### config.mk
export PLATFORM = sky130hd
export DESIGN_NAME = column_scan_driver
export DESIGN_NICKNAME = d
export VERILOG_FILES = /design/src/rtl/column_scan_driver.sv
export SDC_FILE = /design/constraint.sdc
export NUM_CORES = 1
export LEC_CHECK = 0
export CORE_UTILIZATION = 45
export CTS_CLUSTER_DIAMETER = 200
export DETAILED_ROUTE_END_ITERATION = 16
export PLACE_DENSITY = 0.72
export SLEW_MARGIN = 30
export SYNTH_ARGS = -nofsm -noshare
export SYNTH_HDL_FRONTEND = slang
export SYNTH_SLANG_ARGS = --single-unit
### constraint.sdc
create_clock -name clk -period 3.03 [get_ports clk]
set_input_delay 0.4545 -clock clk [delete_from_list [all_inputs] [get_ports clk]]
set_output_delay 0.4545 -clock clk [all_outputs]
set_load 0.01 [all_outputs]
### src/rtl/column_scan_driver.sv
// column_scan_driver
// Drives the 5x7 LED matrix by scanning one column at a time. A full
// frame is latched once per scan, so upstream changes never tear a frame
// that is already on the panel. The columns are lit one at a time,
// left to right.
//
// Optional feature macro: SCAN_BLANK_EN
//   defined   : every lit column is followed by BLANK_CYCLES all-off cycles,
//               which suppresses ghosting on the panel.
//   undefined : the columns follow each other with no gap.
//
// Parameters:
//   DIV          clk cycles each column stays lit (>= 1)
//   BLANK_CYCLES clk cycles of all-off gap after a column (>= 1, macro only)
//
// Ports:
//   clk          system clock, rising edge
//   rst          asynchronous active-high reset
//   enable       scan enable; low blanks the panel and abandons the scan
//   frame[34:0]  display data, bit r*7+c = row r, column c
//   L[4:0]       row drive, active-high
//   C[6:0]       column drive, one-hot active-high
//   col_idx[2:0] current column index
//   frame_start  one-cycle pulse in the cycle a new frame is being latched
module column_scan_driver #(
    parameter int DIV          = 50000,
    parameter int BLANK_CYCLES = 500
) (
    input  logic        clk,
    input  logic        rst,
    input  logic        enable,
    input  logic [34:0] frame,
    output logic [4:0]  L,
    output logic [6:0]  C,
    output logic [2:0]  col_idx,
    output logic        frame_start
);

    localparam int PMAX = (DIV > BLANK_CYCLES) ? DIV : BLANK_CYCLES;
    localparam int PW   = (PMAX > 1) ? $clog2(PMAX) : 1;
    localparam logic [PW-1:0] ON_LAST = PW'(DIV - 1);
`ifdef SCAN_BLANK_EN
    localparam logic [PW-1:0] BLANK_LAST = PW'(BLANK_CYCLES - 1);
`endif

    typedef enum logic [1:0] {IDLE, LOAD, ON, BLANK} state_t;

    state_t      state, state_next;
    logic [2:0]  col_next;
    logic [PW-1:0] phase, phase_next;
    logic [34:0] buffer, buffer_next;
    logic [4:0]  l_next;
    logic [6:0]  c_next;
    logic        fs_next;
    logic        advance;

    // State register: FSM state, phase counter, column counter and frame buffer.
    always_ff @(posedge clk or posedge rst) begin
        if (rst) begin
            state   <= IDLE;
            phase   <= '0;
            col_idx <= '0;
            buffer  <= '0;
        end else begin
            state   <= state_next;
            phase   <= phase_next;
            col_idx <= col_next;
            buffer  <= buffer_next;
        end
    end

    // Next-state logic. Dropping enable overrides everything, so a restart
    // always begins with a fresh LOAD at column 0.
    always_comb begin
        state_next = state;
        col_next   = col_idx;
        phase_next = phase + 1'b1;
        advance    = 1'b0;
        if (!enable) begin
            state_next = IDLE;
            col_next   = '0;
            phase_next = '0;
        end else begin
            case (state)
                IDLE: begin
                    state_next = LOAD;
                    col_next   = '0;
                    phase_next = '0;
                end
                LOAD: begin
                    state_next = ON;
                    col_next   = '0;
                    phase_next = '0;
                end
                ON: begin
                    if (phase == ON_LAST) begin
`ifdef SCAN_BLANK_EN
                        state_next = BLANK;
                        phase_next = '0;
`else
                        advance = 1'b1;
`endif
                    end
                end
`ifdef SCAN_BLANK_EN
                BLANK: begin
                    if (phase == BLANK_LAST) begin
                        advance = 1'b1;
                    end
                end
`endif
                default: begin
                    state_next = IDLE;
                    col_next   = '0;
                    phase_next = '0;
                end
            endcase
            // After the last column, wrap to LOAD so the next frame is relatched.
            if (advance) begin
                phase_next = '0;
                if (col_idx == 3'd6) begin
                    state_next = LOAD;
                    col_next   = '0;
                end else begin
                    state_next = ON;
                    col_next   = col_idx + 3'd1;
                end
            end
        end
    end

    // Output logic, computed from the upcoming state so that every output
    // is a flop yet changes on the same edge as the state itself. The
    // buffer is captured on the edge that leaves LOAD, and that edge
    // already presents column 0 of the new data.
    always_comb begin
        buffer_next = buffer;
        if (state == LOAD && enable) begin
            buffer_next = frame;
        end
        l_next  = '0;
        c_next  = '0;
        fs_next = (state_next == LOAD);
        if (state_next == ON) begin
            c_next = 7'(1) << col_next;
            for (int r = 0; r < 5; r++) begin
                l_next[r] = buffer_next[6'(r * 7) + {3'b000, col_next}];
            end
        end
    end

    // Output registers.
    always_ff @(posedge clk or posedge rst) begin
        if (rst) begin
            L           <= '0;
            C           <= '0;
            frame_start <= 1'b0;
        end else begin
            L           <= l_next;
            C           <= c_next;
            frame_start <= fs_next;
        end
    end

endmodule

== Yosys cells after proc, flatten, opt, wreduce, memory -nomap -nowiden ==
Cells that the tools add are included.

* Register bits: 69
* Latch bits: 0
* RAM bits: 0
* Memory bits (read-only): 0
* Word-level logic and storage cells: 54
* Memories kept: 0

* Add/sub/neg operators: 6
* Multipliers: 0
* Div/mod/pow operators: 0
* Order comparisons: 5
* Equal/unequal tests: 6
* Shifts and indexed selects: 1
* Mux-type cells: 27
* Bitwise logic cells: 0
* Reduce and logical (&&, ||, !) cells: 2

{| class="wikitable"
|+ Operators with widths
! operator !! count
|-
| 2-to-1 mux 16 bit || 3
|-
| 2-to-1 mux 35 bit || 1
|-
| binary-select mux 1 bit (select 6 bit) || 4
|-
| adder 16 x 1 -> 16 bit, second input constant || 1
|-
| equality test 16 bit, second input constant || 1
|-
| < comparator 6 x 7 -> 1 bit, second input constant || 2
|-
| adder 5 x 3 -> 6 bit, first input constant || 2
|-
| 2-to-1 mux 3 bit || 4
|-
| 2-to-1 mux 1 bit || 8
|-
| < comparator 3 x 7 -> 1 bit, second input constant || 1
|-
| < comparator 4 x 7 -> 1 bit, second input constant || 1
|-
| < comparator 5 x 7 -> 1 bit, second input constant || 1
|-
| 2-to-1 mux 7 bit || 1
|-
| left shift 1 x 3 -> 7 bit, first input constant || 1
|-
| 2-to-1 mux 2 bit || 3
|-
| one-hot mux 2 bit (3 select lines) || 1
|-
| adder 4 x 3 -> 5 bit, first input constant || 1
|-
| 2-to-1 mux 5 bit || 1
|-
| adder 3 x 3 -> 4 bit, first input constant || 1
|-
| equality test 2 x 1 -> 1 bit, second input constant || 2
|-
| equality test 2 bit, second input constant || 2
|-
| adder 3 x 1 -> 3 bit, second input constant || 1
|-
| binary-select mux 1 bit (select 3 bit) || 1
|-
| equality test 3 bit, second input constant || 1
|-
| other kinds (2) || 2
|}

== Longest topological paths before layout ==
Gate-level depths: netlist (run 1).

* Word-level depth: 10
* Depth in mapped cells: 17

== Worst setup path after synthesis (run 1) ==
OpenSTA, ideal clock, no wires.

* Kind: reg-to-reg
* From: reg phase[0]
* To: reg L[3]
* Arrival: 2949 ps
* Required time: 2896 ps
* Path slack: -54 ps
* Stages on the path, launching flop included: 18
* Clock period less this slack: 3084 ps
* Cells stage by stage: dfrtp_1 > ha_1 > and3_4 > buf_6 > and3_1 > buf_6 > and3_4 > buf_6 > nor2_4 > inv_2 > buf_2 > ha_1 > ha_1 > inv_1 > o31ai_1 > o21ba_2 > o41ai_1 > a211oi_1

* Word-level cells in the longest chain between the ends: 10
* Elaborated cells between the ends (all ways): 13
* Classes of those cells: add/sub (1); eq/ne (2); mux (10)

{| class="wikitable"
|+ RTL lines
! item !! RTL line !! source
|-
| from (decl) || 50 || <nowiki>logic [PW-1:0] phase, phase_next;</nowiki>
|-
| from (signal assigned) || 66 || <nowiki>phase <= phase_next;</nowiki>
|-
| equality test 16 bit || 96 || <nowiki>if (phase == ON_LAST) begin</nowiki>
|-
| 2-to-1 mux 1 bit || 96 ||
|-
| 2-to-1 mux 1 bit || 84 || <nowiki>case (state)</nowiki>
|-
| 2-to-1 mux 1 bit || 79 || <nowiki>if (!enable) begin</nowiki>
|-
| 2-to-1 mux 3 bit || 119 || <nowiki>if (advance) begin</nowiki>
|-
| 2-to-1 mux 3 bit || 79 ||
|-
| via col_next[0] || 49 || <nowiki>logic [2:0] col_next;</nowiki>
|-
| adder 5 x 3 -> 6 bit || 147 || <nowiki>l_next[r] = buffer_next[6'(r * 7) + {3'b000, col_next}];</nowiki>
|-
| binary-select mux 1 bit (select 6 bit) || 147 ||
|-
| 2-to-1 mux 1 bit (implied by the code) || 147 ||
|-
| 2-to-1 mux 5 bit || 144 || <nowiki>if (state_next == ON) begin</nowiki>
|-
| via l_next[3] || 52 || <nowiki>logic [4:0] l_next;</nowiki>
|-
| to (signal assigned) || 159 || <nowiki>L <= l_next;</nowiki>
|-
| to (decl) || 33 || <nowiki>output logic [4:0] L,</nowiki>
|}

The timed path passes the listed nets, and every way through them passes these cells. The select of a mux whose other input is x is not followed.

== Worst setup path in the final report (run 1) ==
* From: reg state[0]
* To: reg L[1]

* Word-level cells in the longest chain between the ends: 9
* Elaborated cells between the ends (all ways): 18
* Classes of those cells: add/sub (1); eq/ne (3); mux (12); reduce/logical (2)

{| class="wikitable"
|+ RTL lines
! item !! RTL line !! source
|-
| from (decl) || 48 || <nowiki>state_t state, state_next;</nowiki>
|-
| from (signal assigned) || 65 || <nowiki>state <= state_next;</nowiki>
|-
| equality test 2 bit || 84 ||
|-
| 2-to-1 mux 1 bit || 84 ||
|-
| 2-to-1 mux 1 bit || 79 ||
|-
| 2-to-1 mux 3 bit || 119 ||
|-
| 2-to-1 mux 3 bit || 79 ||
|-
| adder 3 x 3 -> 4 bit || 147 ||
|-
| binary-select mux 1 bit (select 6 bit) || 147 ||
|-
| 2-to-1 mux 1 bit (implied by the code) || 147 ||
|-
| 2-to-1 mux 5 bit (*) || 144 ||
|-
| via l_next[1] || 52 ||
|}

The timed path passes the listed nets; every way through them passes the cells marked *. The select of a mux whose other input is x is not followed.

==> results of run 1 <==
==> cells in the mapped netlist, types with 3 or more instances <==
cell and count:
or3_1 3, mux2i_1 17, o2111ai_1 3, nor2b_1 4
buf_2 5, inv_1 16, nand3_1 14, nor2_1 29
mux2_2 32, and2_1 5, dfrtp_1 69, and3_1 11
ha_1 13, xnor2_1 6, xor2_1 9, buf_6 4
o211ai_1 3, mux4_2 6, clkbuf_1 3, o21ai_0 5
nand2_1 10
==> power groups by stage <==
stage          logic (mW)  clock network, mW  registers [mW]
2_1_floorplan       0.535                  0            1.22
6_report            0.767              0.742            1.21
5_1_grt             0.840              0.814            1.24
4_1_cts             0.770              0.761            1.22
3_5_place_dp        0.764                  0            1.23
3_3_place_gp        0.749                  0            1.22
==> worst max path at each step <==
stage | startpoint | endpoint
after floorplan | phase[0] | L[3]
after global placement | enable | L[1]
after detailed placement | enable | L[1]
after CTS | phase[11] | L[1]
after global routing | state[0] | L[1]
final | state[0] | L[1]
==> critical path, stage by stage, from the launching register on <==
cell and delay [ns]:
dfrtp_1 0.38, inv_1 0.08, ha_1 0.23, and3_1 0.21
and3_1 0.18, a21oi_1 0.07, or2_4 0.27, inv_1 0.15
ha_2 0.26, nor2_1 0.06, mux4_2 0.45, nor4_1 0.29
nor4_1 0.09
==> cell families after synthesis <==
kind of cell | after synthesis
compound gates | 34
xor+xnor | 15
fa+ha+maj | 13
buf+inv | 30
flops | 69
mux | 56
simple gates | 98
==> flip-flops by register name, indices dropped and copies added (netlist names) <==
name / cells
C: 7
L: 5
state: 2
phase: 16
buffer: 35
col_idx: 3
frame_start: 1
==> layout make-up <==
| type | count | area (sq um) | share of cell area |
|---|---|---|---|
| clock inverter | 4 | 47.5 | 0.0102 |
| multi-input combinational | 216 | 1850 | 0.396 |
| tap | 102 | 128 | 0.0274 |
| inverter | 17 | 63.8 | 0.0137 |
| clock buffer | 12 | 145 | 0.0311 |
| timing repair buffer | 73 | 706 | 0.151 |
| sequential | 69 | 1730 | 0.370 |
==> routing by layer <==
layer	vias up	wire length [um]	GRT usage
li1	1257	-	-
met1	1339	3560	0.277
met2	74	3980	0.328
met3	16	349	0.0493
met4	0	181	0.0872
met5	-	0	0
==> stage by stage <==
step / setup WS, ns / hold slack [ns]
final: 0.153 / 0.452
after global routing: 0.00433 / 0.479
after CTS: 0.0779 / 0.458
after detailed placement: -0.0931 / 0.447
after global placement: 0.0662 / 0.440
after floorplan: -0.000562 / 0.425
==> what timing repair did <==
action | CTS | global route
hold buffers | 0 | 0
setup endpoints to repair | 2 | 3
buffers inserted | 0 | 0
gates resized for setup | 1 | 12
pin swaps | 0 | 0
gates cloned | 0 | 0
==> impl_metrics.csv, run 1 <==
group,metric,value,unit
status,run_status,"finished clean",
clock_tree,clock_insertion_delay_worst_skew,0.35,ns
layout,layout-drive-gt1-share,0.246,
logic_synthesis,seq_area_frac_synth,0.471,
logic_synthesis,synth-seq-cells,69,
setup_path,worstPathRequired,3.25,ns
layout,layout.cell_area.non_filler,4660,sq um
setup_path,cp_max_fo,6,
logic_synthesis,synthAdderAreaFrac,0.0443,
timing,skew,0.00630,ns
clock_tree,tritoncts,"yes",
timing,hold_violations,0,
timing,maxSlewHeadroom,0.565,
placement,dp_hpwl,5.85,mm
placement,gpl.final_weighted_congestion,0.868,
detailed_routing,drt_first_iter_violations,78,
timing,min_period,2.88,ns
clock_tree,cts.htree.levels,3,
logic_synthesis,mappedNetlistNets,366,
clock_tree,clock_tree.buffer_depth,2,
hold_path,worstHoldPathCells,1,
setup_path,worst_r2r_path_depth,12,
power,internal-power,1.96,mW
layout,final_instance_count_without_filler_cells,493,
hold_path,hold-path-endpoint,"phase[0]",
global_route,via_count_of_the_first_global_routing_pass,2683,
layout,most_frequent_standard_cell_in_the_layout_excluding_fill_and_tap_cells,"dfrtp_1",
hold_path,holdCritPathClass,"register to register",
global_route,grt_use_total,0.208,
global_route,number_of_antenna_violations_at_the_first_check_in_global_routing,0,
hold_path,hold_start,"phase[0]",
placement,portBuffers,53,
floorplan,die_height,92.3,um
clock_tree,clkSinkCount,69,
power,switching_share,0.281,
setup_path,ff2ff_setup_slack,0.15,ns
placement,placement.cell_area,4420,sq um
clock_tree,cts_inserted_buffers,9,
setup_path,r2r-start,"state[0]",
logic_synthesis,yosys-mux-area-fraction,0.189,
setup_path,worst_setup_end_kind,"register",
timing,fmax,348,MHz
global_route,grt_start_max_net_pins,41,
layout,layout.core_utilization,0.597,
timing,final_max_slew_viol_count,0,
timing,finalSetupViolations,0,
detailed_routing,firstDrtPassIters,4,
floorplan,io_pins,54,
power,peak_supply_drop,269,uV
setup_path,worstSetupStartpointType,"register",
layout,nets,437,
layout,fillerInstances,663,
timing,worst_slew_pin_slew,0.651,ns
power,power.sequential.fraction,0.446,
global_route,grt_first_pass_wirelength,13.3,mm
logic_synthesis,synth-compound-area-share,0.0696,
setup_path,critical_path_arrival,3.09,ns
logic_synthesis,synth-edff-count,0,
logic_synthesis,synth-simple-area-share,0.149,
power,netSwitchingPower,764,uW
detailed_routing,post_drt_via_cell_ratio,5.45,
timing,totalNegativeSetupSlack,0,ns
setup_path,setup.worst_path.class,"register to register",
logic_synthesis,synthesis.area_per_instance,11.6,sq um
timing,layout_worst_path_cycle_share,0.949,
power,p_comb_frac,0.282,
logic_synthesis,share_of_synthesized_flip_flops_with_an_asynchronous_set_or_reset,1.00,
logic_synthesis,post-synth-top-area-fraction,0.471,
placement,post-place-cells,477,
floorplan,die_w,92.3,um
layout,layout-area-overhead-vs-synth,27.1,%
floorplan,initial_core_util,0.470,
logic_synthesis,gate_count_after_technology_mapping,315,
floorplan,core_region_area,7810,sq um
power,power.static_leakage,2.06,nW
layout,antennaDiodeCount,0,
setup_path,timing.rr.end,"L[1]",
global_route,grt-ovfl-total,0,
layout,layout.cells.most_common_list,"dfrtp_1 (69), clkdlybuf4s50_1 (53), mux2_2 (32)",
logic_synthesis,dominant_cell_type_by_area_after_synthesis,"dfrtp_1",
timing,rsz0062_at_grt,"no",
logic_synthesis,post_synth_instance_area,3670,sq um
job,drv_cap,0,
logic_synthesis,synth.area.top_cells,"dfrtp_1 (47%), mux2_2 (9.8%), mux2i_1 (4.6%), ha_1 (4.4%), mux4_2 (3.7%)",
detailed_routing,avgRoutedWirePerCell,16.4,um
power,finalPower,2.72,mW
logic_synthesis,synth.yosys.warnings,0,
floorplan,floorplan.die_area,8520,sq um
detailed_routing,finalWirelength,8.06,mm
logic_synthesis,synth-xor-area-share,0.0358,
floorplan,core.rowCount,32,
logic_synthesis,main_combinational_cell_family_by_area_after_synthesis,"multiplexers",
detailed_routing,drt_drc_violations_left,0,
power,power_per_cell_area,584,nW/um^2
power,power.clock.fraction,0.272,
detailed_routing,ant_nets,0,
logic_synthesis,ys.flop_type,"dfrtp_1",
detailed_routing,via_count,2686,
clock_tree,cts-root-buf,"clkbuf_8",
clock_tree,clkTransAtPathRegs,0.07,ns
logic_synthesis,ys_types,55,
Power figures use the tool's default switching activity.
==> run 2: changes to the inputs <==
- SETUP_SLACK_MARGIN: not set -> 0.02
==> results of run 2 <==
Same layout as run 1 (identical final DEF). Status: finished clean.
